--- src/rtl/pixel_stream_unpacker.sv ---
// pixel_stream_unpacker
// Receives 32-bit AXI4-Stream words carrying packed 24-bit RGB (4 pixels in
// 3 words), emits one pixel per handshake with (x, y) coordinates, and checks
// the frame structure (SOF on tuser, EOL on tlast, tkeep).
// Optional feature: define PIXEL_UNPACK_CHECKSUM_EN to build the per-frame
// pixel checksum on frame_sum; otherwise frame_sum is tied to 0.
module pixel_stream_unpacker #(
    parameter int X_SIZE = 640,
    parameter int Y_SIZE = 480
) (
    input  logic        aclk,
    input  logic        aresetn,
    input  logic [31:0] in_stream_tdata,
    input  logic [3:0]  in_stream_tkeep,
    input  logic        in_stream_tlast,
    input  logic        in_stream_tuser,
    input  logic        in_stream_tvalid,
    output logic        in_stream_tready,
    output logic [7:0]  pix_r,
    output logic [7:0]  pix_g,
    output logic [7:0]  pix_b,
    output logic [9:0]  pix_x,
    output logic [8:0]  pix_y,
    output logic        pix_sof,
    output logic        pix_eol,
    output logic        pix_valid,
    input  logic        pix_ready,
    input  logic        err_clr,
    output logic [3:0]  err_status,
    output logic        frame_done,
    output logic [15:0] frame_count,
    output logic [31:0] frame_sum
);

    localparam int              W_LAST  = (3 * X_SIZE) / 4 - 1;
    localparam int              WX_W    = $clog2(W_LAST + 1);
    localparam logic [WX_W-1:0] WX_LAST = WX_W'(W_LAST);
    localparam logic [9:0]      X_LAST  = 10'(X_SIZE - 1);
    localparam logic [8:0]      Y_LAST  = 9'(Y_SIZE - 1);

    typedef enum logic [1:0] {P0, P1, P2, EMIT3} phase_t;

    // Line advance with wrap at the last line of the frame.
    function automatic logic [8:0] next_y(input logic [8:0] y);
        return (y == Y_LAST) ? 9'd0 : y + 9'd1;
    endfunction

    phase_t          r_phase, w_phase_nxt, w_ph;
    logic [WX_W-1:0] r_word_x, w_wx_nxt, w_wx;
    logic [9:0]      r_x, w_x_nxt, w_cx, w_ld_x;
    logic [8:0]      r_y, w_y_nxt, w_cy, w_ld_y;
    logic [15:0]     r_residue, w_res_nxt;
    logic [23:0]     r_p3, w_p3_nxt, w_ld_pix;
    logic            r_eol_pend, w_eolp_nxt;
    logic            r_run;
    logic [23:0]     r_pix;
    logic [9:0]      r_pix_x;
    logic [8:0]      r_pix_y;
    logic            r_pix_sof, r_pix_eol, r_pix_valid;
    logic [3:0]      r_err, w_err_set;
    logic            r_frame_done;
    logic [15:0]     r_frame_count;

    logic w_free, w_acc, w_load, w_hs, w_frame_end, w_at_start;
    logic w_last_word, w_early;

    assign w_free      = !r_pix_valid || pix_ready;
    assign in_stream_tready = r_run && (r_phase != EMIT3) && w_free;
    assign w_acc       = in_stream_tvalid && in_stream_tready;
    assign w_hs        = r_pix_valid && pix_ready;
    assign w_frame_end = w_hs && (r_pix_x == X_LAST) && (r_pix_y == Y_LAST);
    // The next accepted word is the expected first word of a frame.
    assign w_at_start  = (r_phase == P0) && (r_word_x == '0) && (r_x == 10'd0) && (r_y == 9'd0);

    // Next-state and pixel-load decode: a tuser word restarts the frame
    // before it is unpacked, so the effective phase/position is overridden.
    always_comb begin
        w_phase_nxt = r_phase;
        w_wx_nxt    = r_word_x;
        w_x_nxt     = r_x;
        w_y_nxt     = r_y;
        w_res_nxt   = r_residue;
        w_p3_nxt    = r_p3;
        w_eolp_nxt  = r_eol_pend;
        w_load      = 1'b0;
        w_ld_pix    = 24'd0;
        w_ld_x      = r_x;
        w_ld_y      = r_y;
        w_err_set   = 4'd0;
        w_ph        = r_phase;
        w_wx        = r_word_x;
        w_cx        = r_x;
        w_cy        = r_y;
        w_last_word = 1'b0;
        w_early     = 1'b0;
        if (w_acc) begin
            if (in_stream_tuser) begin
                w_ph = P0;
                w_wx = '0;
                w_cx = 10'd0;
                w_cy = 9'd0;
            end
            w_last_word  = (w_wx == WX_LAST);
            w_early      = in_stream_tlast && !w_last_word;
            w_err_set[0] = w_early;
            w_err_set[1] = w_last_word && !in_stream_tlast;
            w_err_set[2] = in_stream_tuser != w_at_start;
            w_err_set[3] = in_stream_tkeep != 4'hF;
            w_load       = 1'b1;
            w_ld_x       = w_cx;
            w_ld_y       = w_cy;
            w_wx_nxt     = (w_early || w_last_word) ? '0 : w_wx + 1'b1;
            w_x_nxt      = w_cx + 10'd1;
            w_y_nxt      = w_cy;
            case (w_ph)
                P0: begin
                    w_ld_pix    = in_stream_tdata[23:0];
                    w_res_nxt   = {8'd0, in_stream_tdata[31:24]};
                    w_phase_nxt = P1;
                end
                P1: begin
                    w_ld_pix    = {in_stream_tdata[15:0], r_residue[7:0]};
                    w_res_nxt   = in_stream_tdata[31:16];
                    w_phase_nxt = P2;
                end
                default: begin
                    w_ld_pix    = {in_stream_tdata[7:0], r_residue};
                    w_p3_nxt    = in_stream_tdata[31:8];
                    w_phase_nxt = EMIT3;
                    // The line ends after p3 of this word has been emitted.
                    w_eolp_nxt  = w_early || w_last_word;
                end
            endcase
            // Early tlast on a P0/P1 word: the residue is incomplete, drop it.
            if (w_early && (w_ph != P2)) begin
                w_phase_nxt = P0;
                w_x_nxt     = 10'd0;
                w_y_nxt     = next_y(w_cy);
            end
        end else if ((r_phase == EMIT3) && w_free) begin
            w_load      = 1'b1;
            w_ld_pix    = r_p3;
            w_phase_nxt = P0;
            w_eolp_nxt  = 1'b0;
            if (r_eol_pend) begin
                w_x_nxt = 10'd0;
                w_y_nxt = next_y(r_y);
            end else begin
                w_x_nxt = r_x + 10'd1;
            end
        end
    end

    // Unpacker state: phase, word position, coordinates and pixel residue.
    always_ff @(posedge aclk or negedge aresetn) begin
        if (!aresetn) begin
            r_phase    <= P0;
            r_word_x   <= '0;
            r_x        <= 10'd0;
            r_y        <= 9'd0;
            r_residue  <= 16'd0;
            r_p3       <= 24'd0;
            r_eol_pend <= 1'b0;
            r_run      <= 1'b0;
        end else begin
            r_phase    <= w_phase_nxt;
            r_word_x   <= w_wx_nxt;
            r_x        <= w_x_nxt;
            r_y        <= w_y_nxt;
            r_residue  <= w_res_nxt;
            r_p3       <= w_p3_nxt;
            r_eol_pend <= w_eolp_nxt;
            r_run      <= 1'b1;
        end
    end

    // Output pixel register: load into a free slot, otherwise drain on ready.
    always_ff @(posedge aclk or negedge aresetn) begin
        if (!aresetn) begin
            r_pix       <= 24'd0;
            r_pix_x     <= 10'd0;
            r_pix_y     <= 9'd0;
            r_pix_sof   <= 1'b0;
            r_pix_eol   <= 1'b0;
            r_pix_valid <= 1'b0;
        end else if (w_load) begin
            r_pix       <= w_ld_pix;
            r_pix_x     <= w_ld_x;
            r_pix_y     <= w_ld_y;
            r_pix_sof   <= (w_ld_x == 10'd0) && (w_ld_y == 9'd0);
            r_pix_eol   <= (w_ld_x == X_LAST);
            r_pix_valid <= 1'b1;
        end else if (pix_ready) begin
            r_pix_valid <= 1'b0;
        end
    end

    // Sticky error bits (set wins over clear) and frame completion tracking.
    always_ff @(posedge aclk or negedge aresetn) begin
        if (!aresetn) begin
            r_err         <= 4'd0;
            r_frame_done  <= 1'b0;
            r_frame_count <= 16'd0;
        end else begin
            r_err        <= (r_err & {4{!err_clr}}) | w_err_set;
            r_frame_done <= w_frame_end;
            if (w_frame_end) begin
                r_frame_count <= r_frame_count + 16'd1;
            end
        end
    end

`ifdef PIXEL_UNPACK_CHECKSUM_EN
    logic [31:0] r_acc, r_sum, w_pix_ext;
    assign w_pix_ext = {8'd0, r_pix};

    // Running pixel sum restarted at (0,0), captured when the frame completes.
    always_ff @(posedge aclk or negedge aresetn) begin
        if (!aresetn) begin
            r_acc <= 32'd0;
            r_sum <= 32'd0;
        end else if (w_hs) begin
            r_acc <= r_pix_sof ? w_pix_ext : r_acc + w_pix_ext;
            if (w_frame_end) begin
                r_sum <= r_pix_sof ? w_pix_ext : r_acc + w_pix_ext;
            end
        end
    end
    assign frame_sum = r_sum;
`else
    assign frame_sum = 32'd0;
`endif

    assign pix_r       = r_pix[23:16];
    assign pix_g       = r_pix[15:8];
    assign pix_b       = r_pix[7:0];
    assign pix_x       = r_pix_x;
    assign pix_y       = r_pix_y;
    assign pix_sof     = r_pix_sof;
    assign pix_eol     = r_pix_eol;
    assign pix_valid   = r_pix_valid;
    assign err_status  = r_err;
    assign frame_done  = r_frame_done;
    assign frame_count = r_frame_count;

endmodule

--- config.mk ---
export PLATFORM = sky130hd
export DESIGN_NAME = pixel_stream_unpacker
export DESIGN_NICKNAME = d
export VERILOG_FILES = /design/src/rtl/pixel_stream_unpacker.sv
export SDC_FILE = /design/constraint.sdc
export NUM_CORES = 1
export LEC_CHECK = 0
export CAP_MARGIN = 5
export CORE_MARGIN = 4
export CORE_UTILIZATION = 60
export CTS_CLUSTER_SIZE = 16
export DETAILED_ROUTE_END_ITERATION = 6
export DONT_BUFFER_PORTS = 1
export GPL_ROUTABILITY_DRIVEN = 0
export GPL_TIMING_DRIVEN = 0
export PLACE_DENSITY = 0.78
export SYNTH_ARGS = -nofsm -noshare
export SYNTH_HDL_FRONTEND = slang
export SYNTH_SLANG_ARGS = --single-unit
--- constraint.sdc ---
create_clock -name aclk -period 2.75 [get_ports aclk]
set_input_delay 0.4125 -clock aclk [delete_from_list [all_inputs] [get_ports aclk]]
set_output_delay 0.4125 -clock aclk [all_outputs]
set_load 0.05 [all_outputs]
# Word-level counts from Yosys, hierarchy flattened
# Index checks and enable logic that the tools add are counted.
# op_classes
add_sub_neg	6
n_reduce_logical	36
n_bitwise	3
mux	37
n_eq_ne	13
# ops
op	n
9-bit 2-to-1 mux	12
10-bit 2-to-1 mux	7
24-bit 2-to-1 mux	2
24-bit case mux with 2 select lines	1
9-bit equality test (second input constant)	4
16-bit case mux with 2 select lines	1
9-bit by 1-bit adder with 9-bit output (second input constant)	3
9-bit logical NOT	3
10-bit by 1-bit adder with 10-bit output (second input constant)	2
10-bit equality test (second input constant)	2
10-bit logical NOT	2
16-bit by 1-bit adder with 16-bit output (second input constant)	1
1-bit logical AND	14
2-bit 2-to-1 mux	5
2-bit AND reduction	4
2-bit nonzero test	4
1-bit 2-to-1 mux	7
2-bit != test (second input constant)	3
4-bit AND	1
1-bit logical NOT	4
2-bit logical NOT	2
4-bit 2-to-1 mux	1
4-bit != test (second input constant)	1
4-bit bitwise OR	1
7 further kinds	8
# totals
ff_bits	139
in_bits	43
output_inout_bits	100

# Longest topological paths before layout
# Gate-level depths: netlist of the first run.
# depth
depth_word	11
ltp_mapped	11
ltp_nobuf	8

# Worst setup path after synthesis of the first run
# Ideal clock, no wire load.
# synth_timing
path_type	input port to flip-flop
startpoint	input port in_stream_tuser
endpoint	register r_y[0]
path_slack_ps	124
arrival_time_ps	2500
path_buffers	4
stages	11
path_cell_list	buf_2 > clkbuf_1 > buf_1 > nor2b_1 > ha_1 > and3_1 > and4_1 > buf_4 > o21ai_0 > o41ai_1 > a221o_1
# synth_via
elab_chain_len	8
elab_cells_between_ends	16
cone_classes	add/sub: 1; eq/ne: 3; mux: 9; reduce/logical: 3
# synth_lines
element	line	source
from (decl)	16	input logic in_stream_tuser,
branches (longest 6 deep; another with 9-bit by 1-bit adder with 9-bit output)	-	
9-bit 2-to-1 mux *	135	if (w_early && (w_ph != P2)) begin
9-bit 2-to-1 mux *	96	if (w_acc) begin
to (signal assigned)	169	r_y <= w_y_nxt;
to (decl)	51	logic [8:0] r_y, w_y_nxt, w_cy, w_ld_y;
# Mark *: on every way between the ends. The select of a mux whose other input is x is not followed.
# A chain may end at the register's enable or synchronous reset.

# Worst setup path in the final report of the first run
# layout_timing
startpoint	register r_pix_valid, in the netlist pix_valid
endpoint	register r_pix[3]
# layout_via
elab_chain_len	5
elab_cells_between_ends	9
cone_classes	mux: 4; reduce/logical: 5
# layout_lines
element	line	source
from (decl)	59	logic r_pix_sof, r_pix_eol, r_pix_valid;
from (signal assigned)	185	r_pix_valid <= 1'b0;
from (signal assigned)	192	r_pix_valid <= 1'b1;
from (signal assigned)	194	r_pix_valid <= 1'b0;
1-bit logical NOT *	67	assign w_free = !r_pix_valid || pix_ready;
1-bit logical OR *	67	
1-bit logical AND (on tied branches)	140, 68	
24-bit 2-to-1 mux, or another cell as far along	140	end else if ((r_phase == EMIT3) && w_free) begin
24-bit 2-to-1 mux or 1-bit 2-to-1 mux (tied branches)	96	
to (signal assigned)	187	r_pix <= w_ld_pix;
to (decl)	56	logic [23:0] r_pix;
# Every way passes the cells marked *; elsewhere a longest branch is shown, timed or not.

==> results_dict.tcl, run 1 <==
set metrics [dict create \
    vias_per_cell 6.62 \
    numCtsBuffers 17 \
    ant_nets 0 \
    row_count 39 \
    period_needed_ns 2.58 \
    hold_class "primary input to async pin" \
    routed_wl_mm 19.6 \
    cts_tree "yes" \
    layout.cells.non_filler 910 \
    ys_top_cells_by_count "dfrtp_1 (139), nand2_1 (58), o21ai_0 (50)" \
    slowest_stage "dfrtp_1" \
    synthFlopType "dfrtp_1" \
    power_density_nw_per_um2 825 \
    place_ws_ns -0.559 \
    yosysWarnings 0 \
    clock_latency_ns 0.43 \
    start_kind "flip-flop" \
    period_share_pct 93.8 \
    setup_slack_ns 0.171 \
    finalSetupViolCount 0 \
    async_reset_ff_share_pct 100 \
    hpwl_mm 13.8 \
    syn_inst 704 \
    syn2layout_area_growth_pct 12.4 \
    yosys.cell_types.count 76 \
    yosys.area.top_type "dfrtp_1" \
    max_slew.worst_pin.slew_ns 0.909 \
    crit_fanout 10 \
    die-height_um 118 \
    drv_slew 0 \
    yosys.area.top_type_share_pct 47.9 \
    dieArea_sq_um 13900 \
    clk_pin_slew_ns 0.06 \
    globalRouteOverflowTotal 0 \
    p_leak_nw 3.77 \
    antenna_found_initial 0 \
    grt_max_degree 140 \
    wl_per_cell_um 21.6 \
    cap_violations 0 \
    avgSynthCellArea_sq_um 10.3 \
    synth_edf_count 0 \
    grt_pass1_wl_mm 31.4 \
    worstSetupEndpointType "flip-flop" \
    vias 6026 \
    slew-limit-headroom_pct 39.4 \
    htreeDepth 4 \
    dp.cells 878 \
    die_w_um 118 \
    ir_drop_mv 0.526 \
    timing.hold.ws_ns -0.321 \
    rsz0062_at_grt "false" \
    synth_most_common_cell "dfrtp_1" \
    yosysSeqAreaShare_pct 47.9 \
    clock_path_buffers 2 \
    critPathBufInv 2 \
    drc 0 \
    n_antenna_cell 0 \
    path_cells "nand2b_1, nand3_1, clkbuf_1, clkbuf_2, o21ai_0" \
    cp_slowest_stage_delay_ns 0.67 \
    core_region_area_sq_um 11600 \
    io_buffers 0 \
    critical_path_class "flip-flop to flip-flop" \
    post_cts_buffers 0 \
    cp_top_family "buffers and inverters" \
    status "complete, but fails checks" \
    fin_skew_ns 0.00963 \
    required_ns 3.04 \
    fin_nets 805 \
    violations "negative hold slack" \
    arrival_ns 2.87 \
    synth_area_leaders "dfrtp_1 (48%), o21ai_0 (3.4%), buf_4 (3.4%)" \
    drt-initial-drc-count 646 \
    floorplan.initialDensity_pct 62.5 \
    io_pins 143 \
    syn_area_sq_um 7260 \
    max_freq_mhz 388 \
    hold_viol_final 139 \
    root_buffer "clkbuf_16" \
    grt_pass1_vias 5949 \
    grt_use_total_pct 28.2 \
    drt_pre_antenna_iters 6 \
    synth-seq-cells 139 \
    setup_tns_ns 0 \
    drive_gt1_share_pct 17.5 \
    numClockSinks 139 \
]
-- repair_timing --
item	CTS	global route
pin swaps	0	0
endpoints found under the hold margin	139	139
setup endpoints to repair	19	9
gates resized for setup	2	3
-- through the flow --
step           power [mW]  util [%]  area [sq um]  hold slack (ns)
6_report             6.73      70.2          8160           -0.321
4_1_cts              6.71      70.2          8150           -0.327
5_1_grt              6.99      70.2          8160           -0.339
3_3_place_gp         4.38      65.1          7560            0.123
3_5_place_dp         4.43      65.1          7560            0.124
2_1_floorplan        4.10         -          7380            0.117
-- sequential cells by signal (all words and copies together) (netlist names) --
| name | count |
|---|---|
| r_p3 | 24 |
| r_pix | 24 |
| frame_count | 16 |
| r_residue | 16 |
| pix_x | 10 |
| r_x | 10 |
| pix_y | 9 |
| r_word_x | 9 |
| r_y | 9 |
| err_status | 4 |
| r_phase | 2 |
| frame_done | 1 |
| pix_eol | 1 |
| pix_sof | 1 |
| pix_valid | 1 |
| r_eol_pend | 1 |
| r_run | 1 |
-- power breakdown --
group          internal [mW]  leakage (nW)  total [mW]  switching, mW
clock network           1.38         0.278        2.29          0.905
logic                  0.514          1.66        1.18          0.671
registers               2.39          1.83        3.25          0.864
total                   4.29          3.77        6.73           2.44
-- cell usage in the layout, fill, tap and decap left out, types with 4 or more instances in the layout --
cell          n
clkinvlp_4    5
a22o_1       20
nor2_1       33
clkbuf_1     13
a221o_1      15
buf_6         4
mux2_4       16
nand4_1      14
nor3_1       21
nand2_1      58
o22ai_1      16
ha_1          8
inv_1        19
nor2b_1       6
o221ai_1      4
a211oi_1      5
a21oi_1      25
dfrtp_1     139
nor4_1        7
mux2_2       10
o21ai_0      50
xnor2_1      13
buf_2        18
a22oi_1       9
and3_1       11
o31ai_1       4
conb_1       33
xor2_1       10
nand4b_1      5
nand3_1      29
a32o_1        4
clkbuf_16    17
o21ai_1       4
mux2i_1      17
buf_4        33
-- layout make-up --
class                      count  area, sq um
tap                          143          179
sequential                   139         3480
clock inverter                13          143
fill                         827         3460
clock buffer                  19          453
inverter                      20         75.1
multi-input combinational    505         3380
buffer                        71          445
-- cells by family (layout without fill, tap and decap cells) --
kind of cell | after synthesis | count (layout) | synth area share, %
AO/OA/AOI/OAI | 188 | 188 | 18.3
XOR/XNOR | 23 | 23 | 2.77
adder cells (fa/ha/maj) | 8 | 8 | 1.38
buffers and inverters | 91 | 123 | 7.12
flip-flops | 139 | 139 | 47.9
multiplexers | 43 | 43 | 7.20
other | 2 | 33 | 0.103
AND/OR/NAND/NOR | 210 | 210 | 15.2
-- worst paths after layout --
kind / from / slack, ns / end / cells past startpoint
max in group asynchronous: aresetn / 2.90 / r_p3[2] / 0
worst max-delay path: pix_valid / 0.17 / r_pix[3] / 5
worst min register to register: r_residue[12] / 0.47 / r_residue[12] / 2
worst max register to register: pix_valid / 0.17 / r_pix[3] / 5
min in group aclk: in_stream_tlast / 0.08 / r_word_x[4] / 1
worst min-delay path: aresetn / -0.32 / r_y[0] / 0
-- layer usage --
metal  up-vias  share of wire, %  routed length (um)  track usage [%]
met1      2924                39                7560             35.4
met5         -                 0                   0                0
met2       395                47                9290             45.0
met3        48                11                2210             9.27
li1       2659                 -                   -                -
met4         0               2.8                 544             11.5
Power figures use the tool's default switching activity.
==> run 2, diff against run 1 <==
--- a/config.mk
+++ b/config.mk
@@ -6,6 +6,7 @@
 export NUM_CORES = 1
 export LEC_CHECK = 0
 export CAP_MARGIN = 5
+export CORE_ASPECT_RATIO = 1.2
 export CORE_MARGIN = 4
 export CORE_UTILIZATION = 60
 export CTS_CLUSTER_SIZE = 16
==> run 2 against run 1 <==
The flow still finishes with violations (negative hold slack). Utilization shrank 0.41 points. Count of clock-buffer cells in the layout is the same. Clock skew shrank 0.0015 ns. Total power grew 1.0%. Largest power group unchanged. Highest routed layer unchanged.
==> results_dict.tcl, run 2 (same netlist as run 1, synthesis figures left out) <==
set metrics [dict create \
    max_freq_mhz 387 \
    final_common_cell "dfrtp_1" \
    grt_max_degree 140 \
    worstSetupEndpointType "flip-flop" \
    fin_util_pct 69.8 \
    reg2reg_depth 5 \
    io_pins 143 \
    path_cells "nand2b_1, nand3_1, clkbuf_2, clkbuf_1, o21ai_0" \
    vias 6085 \
    dpl_cell_area_sq_um 7570 \
    status "complete, but fails checks" \
    setup_tns_ns 0 \
    grt_pass1_wl_mm 32.2 \
    antenna_found_initial 0 \
    fin_skew_ns 0.00816 \
    ant_nets 0 \
    max_slew.worst_pin.slew_ns 0.909 \
    row_count 43 \
    htreeDepth 4 \
    numClockSinks 139 \
    clock_path_buffers 2 \
    finalSetupViolCount 0 \
    required_ns 3.03 \
    post_cts_buffers 0 \
    period_share_pct 94.0 \
    die-height_um 129 \
    drt-initial-drc-count 657 \
    reg2reg_to "r_pix[4]" \
    rsz0062_at_grt "false" \
    hpwl_mm 14.0 \
    n_antenna_cell 0 \
    design_area_sq_um 8190 \
    dieArea_sq_um 13900 \
    grt_use_total_pct 29.6 \
    fin_nets 805 \
    cts_tree "yes" \
    drt_pre_antenna_iters 6 \
    globalRouteOverflowTotal 0 \
    hold_viol_final 139 \
    grt_pass1_vias 6218 \
    drc 0 \
    violations "negative hold slack" \
    p_leak_nw 3.78 \
    critical_path_class "flip-flop to flip-flop" \
    hold_class "primary input to async pin" \
    clock_latency_ns 0.43 \
    final_cell_mix "dfrtp_1 (139), nand2_1 (58), o21ai_0 (50)" \
    syn2layout_area_growth_pct 12.8 \
    arrival_ns 2.86 \
    drv_slew 0 \
    crit_fanout 10 \
    slew-limit-headroom_pct 39.4 \
    routed_wl_mm 20.2 \
    r2r_start "pix_valid" \
    numCtsBuffers 17 \
    vias_per_cell 6.59 \
    top_regs "r_p3: 24 flops, r_pix: 24 flops" \
    cp_slowest_stage_delay_ns 0.69 \
    cap_violations 0 \
    power_density_nw_per_um2 830 \
    drive_gt1_share_pct 17.5 \
    die_w_um 108 \
    root_buffer "clkbuf_16" \
    floorplan.initialDensity_pct 61.9 \
    start_kind "flip-flop" \
    ir_drop_mv 0.435 \
    power_mw 6.80 \
    slowest_stage "dfrtp_1" \
    period_needed_ns 2.59 \
    core_region_area_sq_um 11700 \
    clk_pin_slew_ns 0.06 \
    wl_per_cell_um 21.8 \
    io_buffers 0 \
    timing.hold.ws_ns -0.314 \
    rrSetupSlack_ns 0.16 \
]
==> run 2: changes by cell type in the layout (fill, tap and decap cells not counted), sizes merged <==
| cell | change |
|---|---|
| clkinvlp | -2 |
| clkinv | -2 |
| inv | +4 |
==> run 2: what timing repair did <==
item                                    CTS  global route
gates resized for setup                   2             4
cloned                                    0             0
endpoints found under the setup margin   11            14
pin swaps                                 0             0
endpoints found under the hold margin   139           139
==> run 2: worst max-delay path: cells and delay by family (launching register included) <==
kind | cells | cell delay [ns]
and+or+nand+nor | 2 | 0.70
buffers and inverters | 2 | 0.84
AOI/OAI and AO/OA | 1 | 0.20
DFF | 1 | 0.69
==> run 2: worst max-delay path by stage <==
stage                     depth (start not counted)  slack, ns  endpoint             from
after floorplan                                  11       0.12    r_y[0]  in_stream_tuser
after CTS                                         5       0.03  r_pix[4]        pix_valid
after global routing                             11       0.09    r_y[7]  in_stream_tuser
after detailed placement                         10      -0.62    r_y[1]  in_stream_tuser
after global placement                           10      -0.57    r_y[1]  in_stream_tuser
final                                             5       0.16  r_pix[4]        pix_valid
==> run 2: final cells by class <==
cell class | instances | area [sq um]
Buffer | 71 | 445
Clock buffer | 19 | 453
Clock inverter | 13 | 158
Fill cell | 870 | 3540
Inverter | 20 | 75.1
Multi-Input combinational cell | 505 | 3380
Sequential cell | 139 | 3480
Tap cell | 157 | 196
==> run 2: metrics by stage <==
step | cells | setup WS, ns
2_1_floorplan | 735 | 0.124
3_3_place_gp | 892 | -0.573
3_5_place_dp | 892 | -0.615
4_1_cts | 924 | 0.0256
5_1_grt | 924 | 0.0868
6_report | 924 | 0.165
==> run 2: metal layers <==
metal | up-vias | part of all wire (%) | GRT usage, %
met5 | - | 0 | 0
met4 | 0 | 3.5 | 13.5
met3 | 81 | 11 | 9.58
met2 | 402 | 49 | 48.3
met1 | 2938 | 37 | 35.7
li1 | 2664 | - | -
==> run 2: power by group <==
part	internal (mW)	switching [mW]
clock network	1.41	0.938
registers	2.39	0.860
logic	0.514	0.688
total	4.31	2.49
